File: src/rtl/subleq_pkg.sv
// Shared definitions for the SUBLEQ core: default widths, FSM state
// encoding and instruction field slicing.
//
// An instruction word is {A, B, C}, each field AW bits wide:
//   A = source operand address, B = destination operand address,
//   C = branch target taken when mem[B]-mem[A] <= 0.

`ifndef SUBLEQ_PKG_SV
`define SUBLEQ_PKG_SV

// Field slices of an instruction word w with address width aw.
`define SUBLEQ_FIELD_A(w, aw) w[3*(aw)-1:2*(aw)]
`define SUBLEQ_FIELD_B(w, aw) w[2*(aw)-1:(aw)]
`define SUBLEQ_FIELD_C(w, aw) w[(aw)-1:0]

package subleq_pkg;

  localparam int AW_DEF = 8;
  localparam int DW_DEF = 8;

  typedef enum logic [2:0] {
    S_FETCH  = 3'd0,
    S_DECODE = 3'd1,
    S_READA  = 3'd2,
    S_EXEC   = 3'd3,
    S_HALT   = 3'd4
  } state_t;

endpackage

`endif

File: src/rtl/subleq_alu.sv
// Combinational SUBLEQ arithmetic.
//   a   : subtrahend (mem[A])
//   b   : minuend    (mem[B])
//   res : b - a, modulo 2^DW
//   leq : res <= 0 when res is read as two's complement

module subleq_alu #(
  parameter int DW = 8
) (
  input  logic [DW-1:0] a,
  input  logic [DW-1:0] b,
  output logic [DW-1:0] res,
  output logic          leq
);

  assign res = b - a;
  assign leq = res[DW-1] | (res == '0);

endmodule

File: src/rtl/subleq_core.sv
// SUBLEQ fetch/execute sequencer. Runs one instruction every four cycles
// (FETCH, DECODE, READA, EXEC) against a registered ROM and a synchronous RAM.
//
// Ports:
//   CLK, RST_N  clock and asynchronous active-low reset
//   run         start/continue enable, only looked at while in S_FETCH
//   rom_addr    instruction address (= PC)
//   rom_data    instruction word, valid one cycle after rom_addr
//   ram_addr    data RAM address
//   ram_rdata   RAM read data, valid the cycle after ram_addr
//   ram_wdata   RAM write data (result of the subtraction)
//   ram_we      RAM write strobe, only in S_EXEC
//   pc          current program counter
//   retire      one-cycle pulse when an instruction completes
//   halted      sticky flag, set by a taken branch to HALT_ADDR

module subleq_core
  import subleq_pkg::*;
#(
  parameter int             AW        = AW_DEF,
  parameter int             DW        = DW_DEF,
  parameter logic [AW-1:0]  RESET_PC  = '0,
  parameter logic [AW-1:0]  HALT_ADDR = '1
) (
  input  logic            CLK,
  input  logic            RST_N,
  input  logic            run,
  output logic [AW-1:0]   rom_addr,
  input  logic [3*AW-1:0] rom_data,
  output logic [AW-1:0]   ram_addr,
  input  logic [DW-1:0]   ram_rdata,
  output logic [DW-1:0]   ram_wdata,
  output logic            ram_we,
  output logic [AW-1:0]   pc,
  output logic            retire,
  output logic            halted
);

  state_t            state_q,  state_d;
  logic [AW-1:0]     pc_q,     pc_d;
  logic [3*AW-1:0]   ir_q,     ir_d;
  logic [DW-1:0]     opa_q,    opa_d;
  logic              halted_q, halted_d;

  logic [DW-1:0]     alu_res;
  logic              alu_leq;

  // In S_EXEC the RAM is returning mem[B]; opA was captured a cycle earlier.
  subleq_alu #(.DW(DW)) u_alu (
    .a   (opa_q),
    .b   (ram_rdata),
    .res (alu_res),
    .leq (alu_leq)
  );

  always_comb begin
    state_d   = state_q;
    pc_d      = pc_q;
    ir_d      = ir_q;
    opa_d     = opa_q;
    halted_d  = halted_q;
    ram_addr  = '0;
    ram_wdata = '0;
    ram_we    = 1'b0;
    retire    = 1'b0;

    case (state_q)
      S_FETCH: begin
        if (run) state_d = S_DECODE;
      end
      S_DECODE: begin
        // Address A comes straight from the ROM so its read overlaps the IR load.
        ir_d     = rom_data;
        ram_addr = `SUBLEQ_FIELD_A(rom_data, AW);
        state_d  = S_READA;
      end
      S_READA: begin
        opa_d    = ram_rdata;
        ram_addr = `SUBLEQ_FIELD_B(ir_q, AW);
        state_d  = S_EXEC;
      end
      S_EXEC: begin
        ram_addr  = `SUBLEQ_FIELD_B(ir_q, AW);
        ram_wdata = alu_res;
        ram_we    = 1'b1;
        retire    = 1'b1;
        if (alu_leq && (`SUBLEQ_FIELD_C(ir_q, AW) == HALT_ADDR)) begin
          halted_d = 1'b1;
          state_d  = S_HALT;
        end else begin
          pc_d    = alu_leq ? `SUBLEQ_FIELD_C(ir_q, AW) : pc_q + 1'b1;
          state_d = S_FETCH;
        end
      end
      S_HALT: begin
        // Terminal: hold the last address, no further writes.
        ram_addr = `SUBLEQ_FIELD_B(ir_q, AW);
      end
      default: begin
        state_d = S_FETCH;
      end
    endcase
  end

  always_ff @(posedge CLK or negedge RST_N) begin
    if (!RST_N) begin
      state_q  <= S_FETCH;
      pc_q     <= RESET_PC;
      ir_q     <= '0;
      opa_q    <= '0;
      halted_q <= 1'b0;
    end else begin
      state_q  <= state_d;
      pc_q     <= pc_d;
      ir_q     <= ir_d;
      opa_q    <= opa_d;
      halted_q <= halted_d;
    end
  end

  assign rom_addr = pc_q;
  assign pc       = pc_q;
  assign halted   = halted_q;

endmodule

File: config.mk
export PLATFORM = sky130hd
export DESIGN_NAME = subleq_core
export DESIGN_NICKNAME = d
export VERILOG_FILES = /design/src/rtl/subleq_pkg.sv /design/src/rtl/subleq_alu.sv /design/src/rtl/subleq_core.sv
export SDC_FILE = /design/constraint.sdc
export NUM_CORES = 1
export LEC_CHECK = 0
export CAP_MARGIN = 20
export CORE_MARGIN = 5
export CORE_UTILIZATION = 41
export CTS_CLUSTER_SIZE = 8
export DETAILED_ROUTE_END_ITERATION = 8
export PLACE_DENSITY = 0.82
export SYNTH_ARGS = -nofsm -noshare
export SYNTH_HDL_FRONTEND = slang
export SYNTH_HIERARCHICAL = 1
export SYNTH_SLANG_ARGS = --single-unit
File: constraint.sdc
create_clock -name CLK -period 7.2 [get_ports CLK]
set_clock_uncertainty 0.05 [all_clocks]
set_input_delay 2.16 -clock CLK [delete_from_list [all_inputs] [get_ports CLK]]
set_output_delay 2.16 -clock CLK [all_outputs]
set_load 0.03 [all_outputs]
* After elaboration in Yosys (flattened, before gate mapping)
Cells that the tools add are included.
** Word-level totals
- Input bits :: 35
- Output and inout port bits :: 35
- Bits in registers :: 36
- Logic and storage cells :: 30
** Operators by class
- Mux-type cells :: 7
- Add/sub/neg operators :: 2
- Bitwise logic cells :: 3
- Equal/unequal tests :: 6
- Reductions and logical operators :: 7
** Operators by type and width (number)
- $mux W8 :: 2
- $pmux W8 S2 :: 1
- $pmux W3 S5 :: 1
- $add A8 B1 Y8 const B :: 1
- $eq A8 B8 Y1 const B :: 1
- $logic_not A8 Y1 :: 1
- $sub A8 B8 Y8 :: 1
- $eq A3 B2 Y1 const B :: 2
- $mux W3 :: 2
- $reduce_and A2 Y1 :: 3
- $eq A3 B1 Y1 const B :: 1
- $eq A3 B3 Y1 const B :: 1
- $logic_not A3 Y1 :: 1
- $reduce_or A3 Y1 :: 1
- $ne A2 B2 Y1 const B :: 1
- $not A1 Y1 :: 2
- $logic_and A1 B1 Y1 :: 1
- $mux W1 :: 1
- $or A1 B1 Y1 :: 1

* Logic depth before layout (Yosys ltp)
Gate-level depths: netlist of run 1.
- Depth in word-level cells :: 6
- Depth in mapped cells :: 14
- Mapped depth without buffers :: 13

* By module
The synthesis of run 1 kept the hierarchy.
** By module, submodules not included
- subleq_core :: cells each 172, sequential area each 900.9 um^2, instances 1, area each 1938.1 um^2
- subleq_alu :: cells each 48, sequential area each 0.0 um^2, instances 1, area each 354.1 um^2

* Least setup slack after synthesis of run 1
OpenSTA, ideal clock, no wires.
- Path kind :: input to output
- Start :: input ram_rdata[0]
- End :: output ram_wdata[6]
- Setup slack :: 1297 ps
- Buffers on the path :: 0
- Arrival time :: 3693 ps
- Data required time :: 4990 ps
- Cell stages on the path :: 9
- Cell sequence :: inv_1 ha_1 inv_1 fa_1 a211oi_2 o21bai_1 a21oi_2 xnor2_1 and2_1
** Between the ends
- Cells in the longest elaborated chain, start to end :: 2
** RTL lines
- start, declared :: RTL line subleq_core.sv:31 : input logic [DW-1:0] ram_rdata,
- $sub A8 B8 Y8 :: RTL line subleq_alu.sv:16 : assign res = b - a;
- net alu_res[6] :: RTL line subleq_core.sv:45 : logic [DW-1:0] alu_res;
- $mux W8 :: RTL line subleq_core.sv:67 : case (state_q)
- end, declared :: RTL line subleq_core.sv:32 : output logic [DW-1:0] ram_wdata,
The timed path passes the listed nets, and every way through them passes these cells.

* Final worst setup path of run 1
Same ends and word-level chain as after synthesis.

==> impl_metrics.toml, run 1 <==
[run_status]
status = "complete, no violations"

[sta]
finalCriticalPeriod_ns = 6.924
tightestPinTransition_ns = 0.9507
setup_viol = 0
drv_slew = 0
tns_ns = 0
finalHoldViolCount = 0
rsz0062_at_grt = "no"
fin_crit_sh_pct = 96.17
max_freq_mhz = 144.4
max_slew_margin_pct = 36.34

[clocking]
cts_root_buffer = "clkbuf_8"
cts_buffers = 5
cts_resized = 0
clk_latency_ns = 0.28
cts_hold_buffers = 0
cts_buffer_depth = 2
post_cts_buffers = 0
h-tree-depth = 2
clock-sinks = 36
cts.clk_slew.worst_paths_ns = 0.07
cts_tree = "yes"

[min_path]
hold_end = "halted"
hp-start = "halted"
min_path_cells = 1
hold_path_class = "flip-flop to flip-flop"

[die]
ios = 70
core_area_mm2 = 0.005473
initial_core_util_pct = 41.88
die_w_um = 84.77
die_h_um = 84.77
die_area_mm2 = 0.007186
rows = 27

[worst_setup_path]
r2r-start = "opa_q[0]"
start_kind = "primary input"
cp-end-kind = "primary output"
critPathRequiredTime_ns = 4.99
path_max_fanout = 2
arrival_ns = 4.71
rr_endpoint = "pc[5]"
crit_type = "primary input to primary output"
reg2regPathDepth = 12
worst-r2r-setup-slack_ns = 3.54

[yosys]
yosys_warnings = 6
synth-edff-count = 0
ys.flop_type = "dfrtp_1"
async_reset_ff_share_pct = 100.0
ys_seq_elements = 36
synth.avg_cell_area_um2 = 10.42
yosys.area.top_type_share_pct = 39.30
synth_area_leaders = "dfrtp_1 39%, mux2_2 7.4%, mux2_4 6.6%"
seq_area_frac_synth_pct = 39.30
ys_types = 53
synth_area_mm2 = 0.002292
syn_inst = 220
syn-num-nets = 264
synth_area_leader_cell = "dfrtp_1"

[routing]
drc = 0
via_per_inst = 5.285
vias = 1855
dr.pass1.iters = 4
wl_per_cell_um = 14.22
drt_iter0_drc = 94
routed_wl_mm = 4.991
antenna_left = 0

[global_route]
overflow = 0
antenna_found_initial = 0
track_usage_pct = 14.72
grt_max_degree = 37
grt_pass1_wl_mm = 8.687
grt_pass1_vias = 1920

[power_and_ir_drop]
p_total_w = 0.001524
power.density_mw_per_mm2 = 505.8
peakVddDrop_uv = 250.0
p_leak_nw = 1.280

[job]
maxCapViolCount = 0

[cells_and_area]
drive_gt1_share_pct = 16.85
final_common_cell = "clkdlybuf4s50_1"
num-fill-cells = 520
insertedDiodeCount = 0
final_nets = 322
area_delta_synth_final_pct = 31.44
final_cell_mix = "68 x clkdlybuf4s50_1, 36 x dfrtp_1, 15 x inv_1, 15 x mux2_2, 13 x nand2_1"

[placed_design]
place_hpwl_mm = 3.873
routabilityCongestion = 0.8167
numPortBuffers = 69
[cells in the mapped netlist, types with 2 or more instances]
cell / count
a211oi_2: 2
a21oi_1: 7
a22oi_1: 8
a31oi_1: 2
and2_1: 8
buf_4: 10
buf_6: 2
clkbuf_1: 4
dfrtp_1: 36
ha_1: 8
inv_1: 15
mux2_2: 15
mux2_4: 10
mux2i_1: 2
nand2_1: 13
nand3_1: 9
nand4_1: 2
nor2_1: 9
nor2b_1: 3
nor3_1: 4
o2111ai_1: 2
o21a_1: 2
o21ai_0: 11
o22ai_1: 2
o31ai_1: 2
xnor2_1: 3
xor2_1: 3
[metal layers]
layer | share of wire (%) | vias up | GRT usage [%]
met5 | 0 | - | 0
met4 | 1.4 | 0 | 4.173
met3 | 6.6 | 8 | 4.416
met2 | 49 | 50 | 25.41
met1 | 43 | 902 | 17.71
li1 | - | 895 | -
[cell families (layout without fill, tap and decap cells)]
kind of cell / Yosys count / in the layout / share of synthesized area, %
adder cells (fa/ha/maj): 9 / 9 / 5.240
multiplexers: 27 / 27 / 14.79
buffers and inverters: 34 / 93 / 9.170
AO/OA/AOI/OAI: 49 / 49 / 15.23
flip-flops: 36 / 36 / 39.30
XOR/XNOR: 6 / 6 / 2.293
AND/OR/NAND/NOR: 59 / 59 / 13.97
[registers in the layout, indices dropped and copies added, names as in the netlist]
name and count:
opa_q 8, state_q 3, pc 8, ir_q 16
halted 1
[metrics by stage]
stage	cells	setup slack [ns]	cell area, um2	util [%]	hold slack (ns)
floorplan	220	1.297	2292	-	0.4307
global placement	343	0.3064	2920	53.36	0.3889
detailed placement	343	0.2623	2920	53.36	0.3970
CTS	351	0.2635	3013	55.05	0.4130
global route	351	0.1047	3013	55.05	0.4378
finish	351	0.2755	3013	55.05	0.4095
[power breakdown]
part | internal, W | switching (W) | leakage [nW]
sequential | 0.000302 | 0.0000963 | 0.429
combinational | 0.000455 | 0.000525 | 0.800
clock | 0.0000763 | 0.0000700 | 0.0510
[how the worst max path moves through the flow]
stage	startpoint	endpoint	slack [ns]	depth (start not counted)
3_5_place_dp	ram_rdata[0]	ram_wdata[6]	0.26	11
4_1_cts	ram_rdata[0]	ram_wdata[6]	0.26	11
5_1_grt	ram_rdata[0]	ram_wdata[6]	0.10	11
2_1_floorplan	ram_rdata[0]	ram_wdata[6]	1.30	9
3_3_place_gp	ram_rdata[0]	ram_wdata[6]	0.31	11
6_report	ram_rdata[0]	ram_wdata[6]	0.28	11
[area by class of cell]
cell class	instances	area [um2]	area share [%]
repair buffers	69	685.7	22.76
inverters	16	62.56	2.076
well taps	72	90.09	2.990
multi-input cells	150	1181	39.20
flip-flops and latches	36	900.9	29.90
clock buffers	6	82.58	2.741
clock inverters	2	10.01	0.3322
[critical path, cell delays in order]
cell,delay [ns]
clkdlybuf4s50_1,0.42
inv_1,0.06
ha_1,0.15
inv_1,0.05
fa_1,0.40
a211oi_2,0.24
o21bai_1,0.12
a21oi_2,0.16
xnor2_1,0.14
and2_1,0.14
clkdlybuf4s50_1,0.66
Power figures use the tool's default switching activity.
==> inputs of run 2 (changes only) <==
- CTS_CLUSTER_SIZE: 8 -> 14
- SYNTH_HIERARCHICAL: 1 -> default
==> run 2 against run 1 <==
Via count up 6.8%. Synthesized cell count grew 8.6%. Highest routed layer unchanged. Flip-flop and latch count unchanged. Maximum frequency rose by 0.13%. Critical endpoint unchanged. Largest cell class unchanged. Sequential share of layout area down 0.77 points. Combinational power rose by 9%.
==> impl_metrics.toml, run 2 <==
[sta]
tns_ns = 0
drv_slew = 0
max_freq_mhz = 144.6
holdWs_ns = 0.4485
rsz0062_at_grt = "no"
finalCriticalPeriod_ns = 6.915
setup_viol = 0
tightestPinTransition_ns = 0.7798
fin_crit_sh_pct = 96.05
max_slew_margin_pct = 48.02
finalHoldViolCount = 0

[yosys]
synthMuxAreaShare_pct = 12.27
synth_area_leader_cell = "dfrtp_1"
synth_top_family_by_area = "simple AND/OR/NAND/NOR gates"
synth-edff-count = 0
synth_compound_area_share_pct = 16.50
synth-simple-area-share_pct = 16.78
synth-xor-area-share_pct = 1.900
ys_types = 47
synthAdderAreaFrac_pct = 5.755
ys_seq_elements = 36
synth_area_mm2 = 0.002305
synth.avg_cell_area_um2 = 9.643
synth_common_cells = "36 x dfrtp_1, 24 x nand2_1, 18 x mux2_2, 18 x o21ai_0, 16 x inv_1"
seq_area_frac_synth_pct = 39.09
yosys_warnings = 0
async_reset_ff_share_pct = 100.0
yosysMostFrequentCell = "dfrtp_1"
syn_inst = 239
synth_area_leaders = "dfrtp_1 39%, mux2_2 8.8%, ha_1 4.9%"
syn-num-nets = 284
yosys.area.top_type_share_pct = 39.09
ys.flop_type = "dfrtp_1"

[die]
ios = 70
die_area_mm2 = 0.007221
initial_core_util_pct = 42.11
core_area_mm2 = 0.005473
rows = 27
die_w_um = 84.98
die_h_um = 84.98

[clocking]
h-tree-depth = 2
clock-sinks = 36
post_cts_buffers = 0
cts_resized = 0
clk_latency_ns = 0.29
cts_tree = "yes"
cts_hold_buffers = 0
cts_buffers = 5
cts_buffer_depth = 2
cts_root_buffer = "clkbuf_8"
cts.clk_slew.worst_paths_ns = 0.07

[run_status]
status = "complete, no violations"

[cells_and_area]
largest_register_ffs = 16
design_area_mm2 = 0.003093
final_cell_mix = "68 x clkdlybuf4s50_1, 36 x dfrtp_1, 24 x nand2_1"
stdcell_count = 372
final_common_cell = "clkdlybuf4s50_1"
final_nets = 344
area_delta_synth_final_pct = 34.20
drive_gt1_share_pct = 12.67
top_register = "ir_q"
insertedDiodeCount = 0

[min_path]
min_path_cells = 1
hp-start = "halted"
hold_path_class = "flip-flop to flip-flop"
hold_end = "halted"

[global_route]
antenna_found_initial = 0
grt_pass1_vias = 2007
grt_max_degree = 37
track_usage_pct = 15.25
globalRouteMet3Util_pct = 3.883
overflow = 0
use_met2_pct = 27.40
grt_busiest_layer = "met2"
use_met1_pct = 17.59
grt_pass1_wl_mm = 9.052

[worst_setup_path]
crit_type = "primary input to primary output"
reg2regPathDepth = 10
critPathRequiredTime_ns = 4.99
rr_endpoint = "pc[4]"
r2r-start = "opa_q[0]"
crit_chain = "clkdlybuf4s50_1 > inv_1 > ha_1 > inv_1 > fa_1 > a211oi_2 > o2111a_1 > a211oi_4 > nor2_1 > clkdlybuf4s50_1"
arrival_ns = 4.71
path_max_fanout = 3
worst-r2r-setup-slack_ns = 4.54
start_kind = "primary input"
max_stage_delay_ns = 0.68
cp-end-kind = "primary output"
cp_slowest_cell = "clkdlybuf4s50_1"

[placed_design]
place_hpwl_mm = 4.220
place_inst = 364
place_area_mm2 = 0.002982
routabilityCongestion = 0.8244
numPortBuffers = 69

[power_and_ir_drop]
peakVddDrop_uv = 271.1
p_leak_nw = 1.300
p_total_w = 0.001639
power.density_mw_per_mm2 = 529.9

[routing]
drc = 0
via_per_inst = 5.328
drt_iter0_drc = 88
routed_wl_mm = 5.593
antenna_left = 0
dr.pass1.iters = 4
wl_per_cell_um = 15.03
vias = 1982

[job]
maxCapViolCount = 0
[run 2: cell count changes in the layout (fill, tap and decap cells not counted), moves of 4 or more]
cell       change
nor2_1         +6
and3_1         +4
mux2i_1        +6
nand2_1       +11
o21ai_0        +7
nand3_1        -6
mux2_4        -10
a2bb2oi_1      +5
and2_1         -7
[run 2: power by group]
group | switching [W] | internal (W)
Combinational | 0.000591 | 0.000475
Sequential | 0.0000927 | 0.000303
Clock | 0.0000750 | 0.000103
[run 2: critical path: cells and delay by family]
family / cells / cell delay, ns
and+or+nand+nor: 1 / 0.09
buffers and inverters: 4 / 1.24
adders and majority gates: 2 / 0.56
AOI/OAI and AO/OA: 3 / 0.66
[run 2: worst max path at each step]
stage                     cells after the start          from  slack [ns]            to
after floorplan                               8  ram_rdata[0]        1.23  ram_wdata[6]
after global placement                       10  ram_rdata[0]        0.38  ram_wdata[6]
after detailed placement                     10  ram_rdata[0]        0.32  ram_wdata[6]
after CTS                                    10  ram_rdata[0]        0.30  ram_wdata[6]
after global routing                         10  ram_rdata[0]        0.18  ram_wdata[6]
final                                        10  ram_rdata[0]        0.28  ram_wdata[6]
[run 2: metal layers]
metal	vias to the layer above	routed length (um)
met5	-	0
met4	0	54
met3	4	409
met2	73	2825
met1	949	2304
li1	956	-
[run 2: cell type report]
class	instances	area, um2
repair buffers	71	700.7
fillers	503	2380
inverters	17	63.81
well taps	72	90.09
flip-flops and latches	36	900.9
clock inverters	3	42.54
multi-input cells	168	1226
clock buffers	5	68.82
[run 2: cell families after synthesis]
group | Yosys count
xor+xnor | 5
fa+ha+maj | 10
simple gates | 74
mux | 26
compound gates | 53
flops | 36
buf+inv | 35
[run 2: metrics by stage]
step	setup WS [ns]	util, %
3_3_place_gp	0.3751	54.48
4_1_cts	0.2962	56.52
2_1_floorplan	1.228	-
6_report	0.2848	56.52
5_1_grt	0.1791	56.52
3_5_place_dp	0.3230	54.48
==> inputs of run 3 (changes only) <==
- CORE_ASPECT_RATIO: default -> 1.75
- SKIP_CTS_REPAIR_TIMING: default -> 1
==> run 3 against run 2 <==
Clock power is 20% lower. Non-clock buffer count rose by 1. Power decreased by 2.1%. Utilization down 0.80 points. Flip-flop and latch count stayed put. Sequential share of layout area grew 0.059 points. Critical endpoint unchanged. Clock-buffer cell count is the same.
==> impl_metrics.toml, run 3 (synthesis gave the netlist of run 2 again) <==
[worst_setup_path]
cp_slowest_cell = "clkdlybuf4s50_1"
cp-end-kind = "primary output"
path_max_fanout = 3
cp-startpoint = "ram_rdata[0]"
worst-r2r-setup-slack_ns = 4.40
path_buf_inv = 4
crit_chain = "clkdlybuf4s50_1 > inv_1 > ha_1 > inv_1 > fa_1 > a211oi_2 > o2111a_1 > a211oi_4 > nor2_1 > clkdlybuf4s50_1"
worst-path-stages = 10
r2r-start = "opa_q[0]"
reg2regPathDepth = 10
start_kind = "primary input"
crit_type = "primary input to primary output"
endpoint = "ram_wdata[6]"
cp_top_family = "buffers and inverters"
critPathRequiredTime_ns = 4.99
rr_endpoint = "pc[3]"
arrival_ns = 4.70
max_stage_delay_ns = 0.68

[cells_and_area]
final_cell_mix = "69 x clkdlybuf4s50_1, 36 x dfrtp_1, 24 x nand2_1"
seq_area_um2 = 900.9
insertedDiodeCount = 0
final_nets = 345
drive_gt1_share_pct = 12.62
num-fill-cells = 505
area_delta_synth_final_pct = 33.93
final_common_cell = "clkdlybuf4s50_1"
design_area_mm2 = 0.003087
largest_register_ffs = 16
multi_input_area_mm2 = 0.001226
stdcell_count = 377
top_register = "ir_q"

[routing]
drc = 0
dr.pass1.iters = 5
wl_per_cell_um = 15.24
antenna_left = 0
routed_wl_mm = 5.747
vias = 1982
met1Wirelength_mm = 2.097
drt_iter0_drc = 110
wl_met2_mm = 3.325
via_per_inst = 5.257
met3_length_um = 216
top_layer = "met4"

[global_route]
grt_max_degree = 37
grt_pass1_vias = 1984
grt_pass1_wl_mm = 9.280
antenna_found_initial = 0
track_usage_pct = 16.73
overflow = 0

[clocking]
h-tree-depth = 2
cts_buffers = 5
cts_root_buffer = "clkbuf_8"
clock-sinks = 36
cts_tree = "yes"
cts_buffer_depth = 2
cts.clk_slew.worst_paths_ns = 0.08
clk_latency_ns = 0.29

[min_path]
hold_path_class = "flip-flop to flip-flop"

[power_and_ir_drop]
power.density_mw_per_mm2 = 520.1
p_leak_nw = 1.299
p_total_w = 0.001605
peakVddDrop_uv = 233.0

[die]
ios = 70
rows = 36
core_area_mm2 = 0.005540
initial_core_util_pct = 41.60
die_area_mm2 = 0.007280
die_h_um = 109.2
die_w_um = 66.68

[sta]
max_slew_margin_pct = 56.43
finalHoldViolCount = 0
setup_viol = 0
tightestPinTransition_ns = 0.6522
finalCriticalPeriod_ns = 6.915
drv_slew = 0
fin_crit_sh_pct = 96.04
rsz0062_at_grt = "no"
tns_ns = 0
max_freq_mhz = 144.6

[placed_design]
place_inst = 369
numPortBuffers = 69
routabilityCongestion = 0.8371
place_hpwl_mm = 4.480
place_area_mm2 = 0.002999

[run_status]
status = "complete, no violations"

[job]
maxCapViolCount = 0
run 3: cell count changes in the layout (fill, tap and decap cells not counted):
cell             delta
buf_2               -1
buf_4               +1
bufinv_16           -1
clkdlybuf4s50_1     +1
clkinv_2            +1
clkinv_4            +1
clkinvlp_4          -1
run 3: stage by stage:
stage               setup slack, ns  utilization [%]  hold WS [ns]
floorplan                     1.228                -        0.4241
global placement             0.3295            54.13        0.4170
detailed placement           0.2771            54.13        0.4203
CTS                          0.2623            55.71        0.4392
global route                 0.1516            55.71        0.4514
finish                       0.2855            55.71        0.4358
run 3: final cells by class:
cell class	instances	share of cell area, %
timing repair buffer	72	23.10
clock inverter	3	0.6080
inverter	17	2.067
tap	76	3.081
sequential	36	29.19
clock buffer	5	2.229
multi-input combinational	168	39.72
run 3: worst min-delay path by stage:
stage	startpoint	to	slack [ns]	cells after the start
2_1_floorplan	ir_q[9]	ir_q[9]	0.42	1
3_3_place_gp	halted	halted	0.42	1
3_5_place_dp	halted	halted	0.42	1
4_1_cts	halted	halted	0.44	1
5_1_grt	halted	halted	0.45	1
6_report	halted	halted	0.44	1
run 3: power by group:
part           switching, W  internal (W)
clock             0.0000747     0.0000674
combinational      0.000591      0.000475
sequential        0.0000948      0.000303
run 3: routing by layer:
metal / vias to the layer above / global-route usage [%]
li1: 958 / -
met1: 973 / 17.99
met2: 43 / 30.61
met3: 8 / 3.299
met4: 0 / 7.558
met5: - / 0
